==> config.mk <==
export PLATFORM = sky130hd
export DESIGN_NAME = result_scanner
export DESIGN_NICKNAME = d
export VERILOG_FILES = /design/src/rtl/result_scanner.sv
export SDC_FILE = /design/constraint.sdc
export NUM_CORES = 1
export LEC_CHECK = 0
export ABC_AREA = 1
export BUFFER_PORTS_ARGS = -buffer_cell sky130_fd_sc_hd__buf_2
export CORE_ASPECT_RATIO = 1.25
export CORE_MARGIN = 4
export CORE_UTILIZATION = 35
export CTS_CLUSTER_SIZE = 20
export DETAILED_ROUTE_END_ITERATION = 12
export SLEW_MARGIN = 5
export SYNTH_ARGS = -nofsm -noshare
export SYNTH_HDL_FRONTEND = slang
export SYNTH_SLANG_ARGS = --single-unit
==> constraint.sdc <==
create_clock -name clk -period 5.94 [get_ports clk]
set_clock_uncertainty 0.2 [all_clocks]
set_input_delay 0.297 -clock clk [delete_from_list [all_inputs] [get_ports clk]]
set_output_delay 0.297 -clock clk [all_outputs]
set_load 0.005 [all_outputs]
==> src/rtl/result_scanner.sv <==
// result_scanner
// Purpose: once the processor raises f_done, walk the result frame in the data
// RAM in row-major order and hand each pixel to a consumer through a
// valid/ready handshake. Each pixel takes three states: READ (issue a one-cycle
// read), WAIT (capture the RAM data) and PRESENT (hold until the consumer takes it).
//
// Ports:
//   clk        in   system clock, rising edge only
//   rst        in   synchronous active-high reset
//   f_done     in   processor-finished level; its rising edge starts a scan
//   mem_addr   out  [13:0] data-RAM read address
//   mem_rd_en  out  RAM read strobe, high for exactly one cycle per pixel
//   mem_data   in   [31:0] RAM read data, valid the cycle after mem_rd_en
//   px_data    out  [7:0] pixel value (mem_data[7:0])
//   px_valid   out  px_data/px_row/px_col are valid
//   px_ready   in   consumer accepts the pixel
//   px_row     out  [6:0] row index of the presented pixel
//   px_col     out  [6:0] column index of the presented pixel
//   busy       out  scan in progress (READ, WAIT, PRESENT)
//   scan_done  out  frame fully delivered, held until f_done drops

module result_scanner #(
    parameter int unsigned COLS = 100,
    parameter int unsigned ROWS = 100
) (
    input  logic        clk,
    input  logic        rst,
    input  logic        f_done,
    output logic [13:0] mem_addr,
    output logic        mem_rd_en,
    input  logic [31:0] mem_data,
    output logic [7:0]  px_data,
    output logic        px_valid,
    input  logic        px_ready,
    output logic [6:0]  px_row,
    output logic [6:0]  px_col,
    output logic        busy,
    output logic        scan_done
);

    localparam int unsigned ADDR_W = 14;
    localparam int unsigned IDX_W  = 7;
    localparam int unsigned PX_W   = 8;

    localparam logic [IDX_W-1:0]  COL_LAST = IDX_W'(COLS - 1);
    localparam logic [IDX_W-1:0]  ROW_LAST = IDX_W'(ROWS - 1);
    localparam logic [ADDR_W-1:0] ROW_STEP = ADDR_W'(COLS);

    typedef enum logic [2:0] {
        S_IDLE,
        S_READ,
        S_WAIT,
        S_PRESENT,
        S_DONE
    } state_t;

    state_t             r_state;
    logic [IDX_W-1:0]   r_row;
    logic [IDX_W-1:0]   r_col;
    logic [ADDR_W-1:0]  r_row_base;
    logic [ADDR_W-1:0]  r_mem_addr;
    logic               r_mem_rd_en;
    logic [PX_W-1:0]    r_px_data;
    logic               r_px_valid;
    logic               r_busy;
    logic               r_scan_done;
    logic               r_f_done_q;
    // Set once f_done has been seen low after reset, so a level that is
    // already high when reset releases cannot masquerade as a rising edge.
    logic               r_armed;

    logic               w_start;
    logic               w_xfer;
    logic               w_unused_hi;

    assign w_start     = f_done & ~r_f_done_q & r_armed;
    assign w_xfer      = r_px_valid & px_ready;
    assign w_unused_hi = ^mem_data[31:PX_W];

    // Scan FSM; every output is a register updated on the state transition.
    always_ff @(posedge clk) begin
        if (rst) begin
            r_state     <= S_IDLE;
            r_row       <= '0;
            r_col       <= '0;
            r_row_base  <= '0;
            r_mem_addr  <= '0;
            r_mem_rd_en <= 1'b0;
            r_px_data   <= '0;
            r_px_valid  <= 1'b0;
            r_busy      <= 1'b0;
            r_scan_done <= 1'b0;
            r_f_done_q  <= 1'b0;
            r_armed     <= 1'b0;
        end else begin
            r_f_done_q <= f_done;
            if (!f_done) begin
                r_armed <= 1'b1;
            end

            case (r_state)
                S_IDLE: begin
                    if (w_start) begin
                        r_state     <= S_READ;
                        r_row       <= '0;
                        r_col       <= '0;
                        r_row_base  <= '0;
                        r_mem_addr  <= '0;
                        r_mem_rd_en <= 1'b1;
                        r_busy      <= 1'b1;
                    end
                end

                S_READ: begin
                    r_mem_rd_en <= 1'b0;
                    r_state     <= S_WAIT;
                end

                S_WAIT: begin
                    r_px_data  <= mem_data[PX_W-1:0];
                    r_px_valid <= 1'b1;
                    r_state    <= S_PRESENT;
                end

                S_PRESENT: begin
                    if (w_xfer) begin
                        r_px_valid <= 1'b0;
                        if (r_col != COL_LAST) begin
                            // Next column in the same row.
                            r_col       <= r_col + IDX_W'(1);
                            r_mem_addr  <= r_row_base + ADDR_W'(r_col) + ADDR_W'(1);
                            r_mem_rd_en <= 1'b1;
                            r_state     <= S_READ;
                        end else if (r_row != ROW_LAST) begin
                            // Row wrap: row_base steps by COLS, no multiplier.
                            r_col       <= '0;
                            r_row       <= r_row + IDX_W'(1);
                            r_row_base  <= r_row_base + ROW_STEP;
                            r_mem_addr  <= r_row_base + ROW_STEP;
                            r_mem_rd_en <= 1'b1;
                            r_state     <= S_READ;
                        end else begin
                            r_busy      <= 1'b0;
                            r_scan_done <= 1'b1;
                            r_state     <= S_DONE;
                        end
                    end
                end

                S_DONE: begin
                    if (!f_done) begin
                        r_scan_done <= 1'b0;
                        r_state     <= S_IDLE;
                    end
                end

                default: begin
                    r_state     <= S_IDLE;
                    r_mem_rd_en <= 1'b0;
                    r_px_valid  <= 1'b0;
                    r_busy      <= 1'b0;
                    r_scan_done <= 1'b0;
                end
            endcase
        end
    end

    assign mem_addr  = r_mem_addr;
    assign mem_rd_en = r_mem_rd_en;
    assign px_data   = r_px_data;
    assign px_valid  = r_px_valid;
    assign px_row    = r_row;
    assign px_col    = r_col;
    assign busy      = r_busy;
    assign scan_done = r_scan_done;

endmodule

**Word-level counts from Yosys, hierarchy flattened**

Index checks and enable logic that the tools add are counted.
Widths: inputs -> output; s select.

- Register bits after elaboration: 59
- Logic and storage cells: 90

- Mux-type cells: 39
- $add $sub $neg: 5
- Bitwise gates (word level): 8
- Reduce and logical (&&, ||, !) cells: 13
- Equal/unequal tests: 13

Operator list:

| kind | number |
|---|---|
| $mux 14 | 6 |
| $pmux 14 s2 | 2 |
| $mux 7 | 7 |
| $pmux 7 s2 | 2 |
| $mux 3 | 5 |
| $pmux 3 s5 | 1 |
| $reduce_and 5->1 | 3 |
| $add 14x1->14 const B | 1 |
| $add 14x7->14 | 1 |
| $add 14x7->14 const B | 1 |
| $add 7x1->7 const B | 2 |
| $ne 7x7->1 const B | 2 |
| $mux 1 | 12 |
| $ne 2x2->1 const B | 6 |
| $pmux 1 s3 | 4 |
| $reduce_or 3->1 | 3 |
| $reduce_and 4->1 | 2 |
| $eq 3x2->1 const B | 2 |
| $not 1->1 | 5 |
| $and 1x1->1 | 3 |
| $eq 3x1->1 const B | 1 |
| $eq 3x3->1 const B | 1 |
| $logic_not 3->1 | 1 |
| $ne 3x3->1 const B | 1 |
| other kinds (4) | 4 |

**Depth between registers and ports, before layout**

- Word-level depth: 5
- Depth in mapped cells: 12
- Depth with buffers taken out: 12

**Worst setup path after synthesis**

No wires, ideal clock.

- Path type: register -> register
- From: register r_col[0], in the netlist px_col[0]
- To: register r_row_base[2]
- Cell stages (with the launch flop): 12
- Setup slack: 4033 ps
- Buffers on the path: 1
- Arrival: 1593 ps
- Cell sequence: dfxtp_1 ha_1 nand2_1 inv_1 nand3_1 nand2_4 nand3_2 nand3_4 inv_2 buf_6 o21ai_1 nor2_1

- Longest elaborated chain between the ends: 3

RTL lines:

| item | RTL line | text |
|---|---|---|
| from (decl) | 59 | `logic [IDX_W-1:0] r_col;` |
| from (signal assigned) | 130 | `r_col <= r_col + IDX_W'(1);` |
| $ne 7x7->1 | 128 | `if (r_col != COL_LAST) begin` |
| $ne 2x2->1 (no source line) | -- |  |
| $reduce_and 5->1 (no source line) | -- |  |
| to (signal assigned) | 138 | `r_row_base <= r_row_base + ROW_STEP;` |
| to (decl) | 60 | `logic [ADDR_W-1:0] r_row_base;` |

Every way passes these cells.
A chain may end at the register's enable or synchronous reset.

**Worst setup path after layout**

- From: register r_col[0], in the netlist px_col[0]
- To: register r_mem_addr[3], in the netlist mem_addr[3]

- Longest elaborated chain between the ends: 5
- Elaborated cells between the ends (all ways): 8
- Classes of those cells: add/sub: 2; eq/ne: 2; mux: 3; reduce/logical: 1

RTL lines:

| item | RTL line | text |
|---|---|---|
| $add 14x7->14 | 131 | `r_mem_addr <= r_row_base + ADDR_W'(r_col) + ADDR_W'(1);` |
| $add 14x1->14 | 131 |  |
| $mux 14 | 128 |  |
| $mux 14 | 126 | `if (w_xfer) begin` |
| $pmux 14 s2 | 101 | `case (r_state)` |
| to (signal assigned) | 131 |  |
| to (signal assigned) | 139 | `r_mem_addr <= r_row_base + ROW_STEP;` |
| to (decl) | 61 | `logic [ADDR_W-1:0] r_mem_addr;` |

Several ways; a longest one is shown, not always the timed one. The select of a mux whose other input is x is not followed.

==> impl_metrics.ini <==
[run]
drv_cap = 0

[floorplanning]
core-area_sq_um = 9170
initial_core_util = 0.359
dieHeight_microns = 116
fp.dieW_microns = 94.8
io_pins = 76
rows = 39
design.die.area_sq_um = 11000

[clocking]
clk_pin_slew_ps = 50
cts_made_buffers = 9
clk-insertion-delay-late_ps = 330
clock_sinks = 57
cts_tree = yes
cts_root_buffer = clkbuf_16
ctsResizeCount = 0
post_cts.repair.setup_buffers = 0
h-tree-depth = 3
clk_path_buf_depth = 2

[synthesis]
synth_area_leaders = dfxtp_1, nand2_1, nor2_1
syn-num-nets = 565
netlist.area_leader.share = 0.347
ys.flop_type = dfxtp_1
syn_inst = 521
yosysSeqAreaShare = 0.347
synth_common_cells = nand2_1, nor2_1, dfxtp_1, nand3_1, inv_1
avgSynthCellArea_sq_um = 6.32
synth.most_common_cell = nand2_1
synth_cell_types = 32
synthArstFlopShare = 0
synth_edf_count = 0
synth.ff_latch_count = 57
synth_top_cell_by_area = dfxtp_1
syn_area_sq_um = 3290
ys_warn_count = 0

[route]
drc = 0
drt-pass1-iter-count = 6
antenna_left = 0
wl_per_cell_microns = 12.4
drt_first_iter_violations = 154
vias = 3364
vias_per_cell = 4.83
drt_wl_total_microns = 8640

[grt]
antenna_found_initial = 0
grt_pass1_wl_microns = 14900
grt_max_degree = 41
grtUsageTotal = 0.169
grt_pass1_vias = 3282
grt-ovfl-total = 0

[min_path]
hold_depth = 3
holdPathEnd = px_data[2]
hold_path_class = in -> reg
min_from = mem_data[2]

[sta]
rsz0062_at_grt = no
clock.fmax_ghz = 0.300
min_period_over_period = 0.561
drv_slew = 0
finalSetupTns_ps = 0
worst_pin_slew_ps = 875
hold_slack_ps = 24.0
setup_viol = 0
slew-limit-headroom = 0.415
min_period_ps = 3330
hold_violations = 0

[power_and_ir_drop]
p_leak_uw = 0.00176
irDropWorstVdd_v = 0.000146
pwr_density_cell_nw_per_um2 = 366

[setup_path]
arrival_ps = 3320
reg2reg_slack_ps = 2610
slowest_delay_ps = 610
criticalPathCategory = reg -> reg
timing.rr.start = px_col[0]
start_kind = flop
reg2reg_to = mem_addr[3]
crit_top_cell = inv_1
cp_max_fo = 25
crit_chain = ha_1 > nand2_1 > inv_1 > nand3_1 > nand2_4 > nand3_2 > nand2_2 > inv_1 > o21ai_0 > nor2_1
reg2reg_depth = 10
cp.required_ps = 5930
end_kind = flop
slowest_stage = nand3_1

[placed_design]
dp_hpwl_microns = 6280
port_buffers = 51
place_congestion = 0.894

[run_status]
status = finished clean

[final_layout]
diodes = 0
area_delta_synth_final_pct = 19.3
drive_gt1_frac = 0.141
layout.nets = 614
==> kinds of logic (layout without fill, tap and decap cells) <==
logic type | after synthesis | in the layout | share of synthesized area
AO/OA/AOI/OAI | 71 | 71 | 0.111
XOR/XNOR | 10 | 10 | 0.0266
adder cells (fa/ha/maj) | 8 | 8 | 0.0304
buffers and inverters | 69 | 122 | 0.0870
flip-flops | 57 | 57 | 0.347
AND/OR/NAND/NOR | 306 | 306 | 0.399
==> critical path, delay by kind of cell, from the launching register on <==
family	cells	cell delay [ps]
AND/OR/NAND/NOR	6	1700
buffers and inverters	2	260
AO/OA/AOI/OAI	1	200
adder cells (fa/ha/maj)	1	340
flip-flops	1	470
==> worst max path at each step <==
stage / from / end / depth (start not counted)
global placement: px_col[0] / mem_addr[3] / 10
detailed placement: px_col[0] / mem_addr[3] / 10
global route: px_col[0] / mem_addr[3] / 10
floorplan: px_col[0] / r_row_base[2] / 11
finish: px_col[0] / mem_addr[3] / 10
CTS: px_col[0] / mem_addr[3] / 10
==> metal layers <==
| layer | track usage | wire length, microns | vias to the layer above |
|---|---|---|---|
| met5 | 0 | 0 | - |
| met4 | 0.0693 | 165 | 0 |
| met3 | 0.0522 | 491 | 17 |
| met2 | 0.299 | 4320 | 83 |
| met1 | 0.188 | 3660 | 1496 |
| li1 | - | - | 1768 |
==> cell usage in the layout (no fill, tap or decap), drive strengths merged, types with 4 or more instances in the layout <==
cell    count
a21oi      41
buf        51
clkbuf     10
clkinv      4
dfxtp      57
ha          8
inv        54
nand2     153
nand3      59
nand4       5
nor2       79
nor3        6
o21ai      25
xnor2       4
xor2        6
==> state kept, by name (all words and copies together), names as in the netlist <==
register	count
mem_rd_en	1
r_armed	1
busy	1
px_data	8
scan_done	1
r_state	3
r_row_base	12
r_f_done_q	1
px_col	7
px_row	7
px_valid	1
mem_addr	14
==> per-stage QoR <==
stage	cell area (sq um)	power, uW	worst slack (ps)	std cells	util
global route	3930	1550	2270	697	0.428
CTS	3930	1460	2520	697	0.428
detailed placement	3620	946	2540	681	0.395
floorplan	3290	849	4030	521	-
global placement	3620	933	2560	681	0.395
finish	3930	1440	2610	697	0.428
==> layout make-up <==
cell class | instances | area, sq um
fillers | 1021 | 5240
multi-input cells | 395 | 1870
flip-flops and latches | 57 | 1140
repair buffers | 52 | 265
clock buffers | 10 | 239
inverters | 55 | 209
well taps | 123 | 154
clock inverters | 5 | 56.3
==> report_power, final <==
part / switching, uW / internal, uW / total [uW]
Combinational: 321 / 135 / 457
Clock: 174 / 332 / 506
Sequential: 41.6 / 434 / 476
Total: 537 / 901 / 1440
==> what timing repair did <==
action / in CTS / in global routing
setup endpoints to repair: 0 / 0
hold buffers: 1 / 0
hold endpoints to repair: 1 / 0
(Power assumes the default switching activity.)
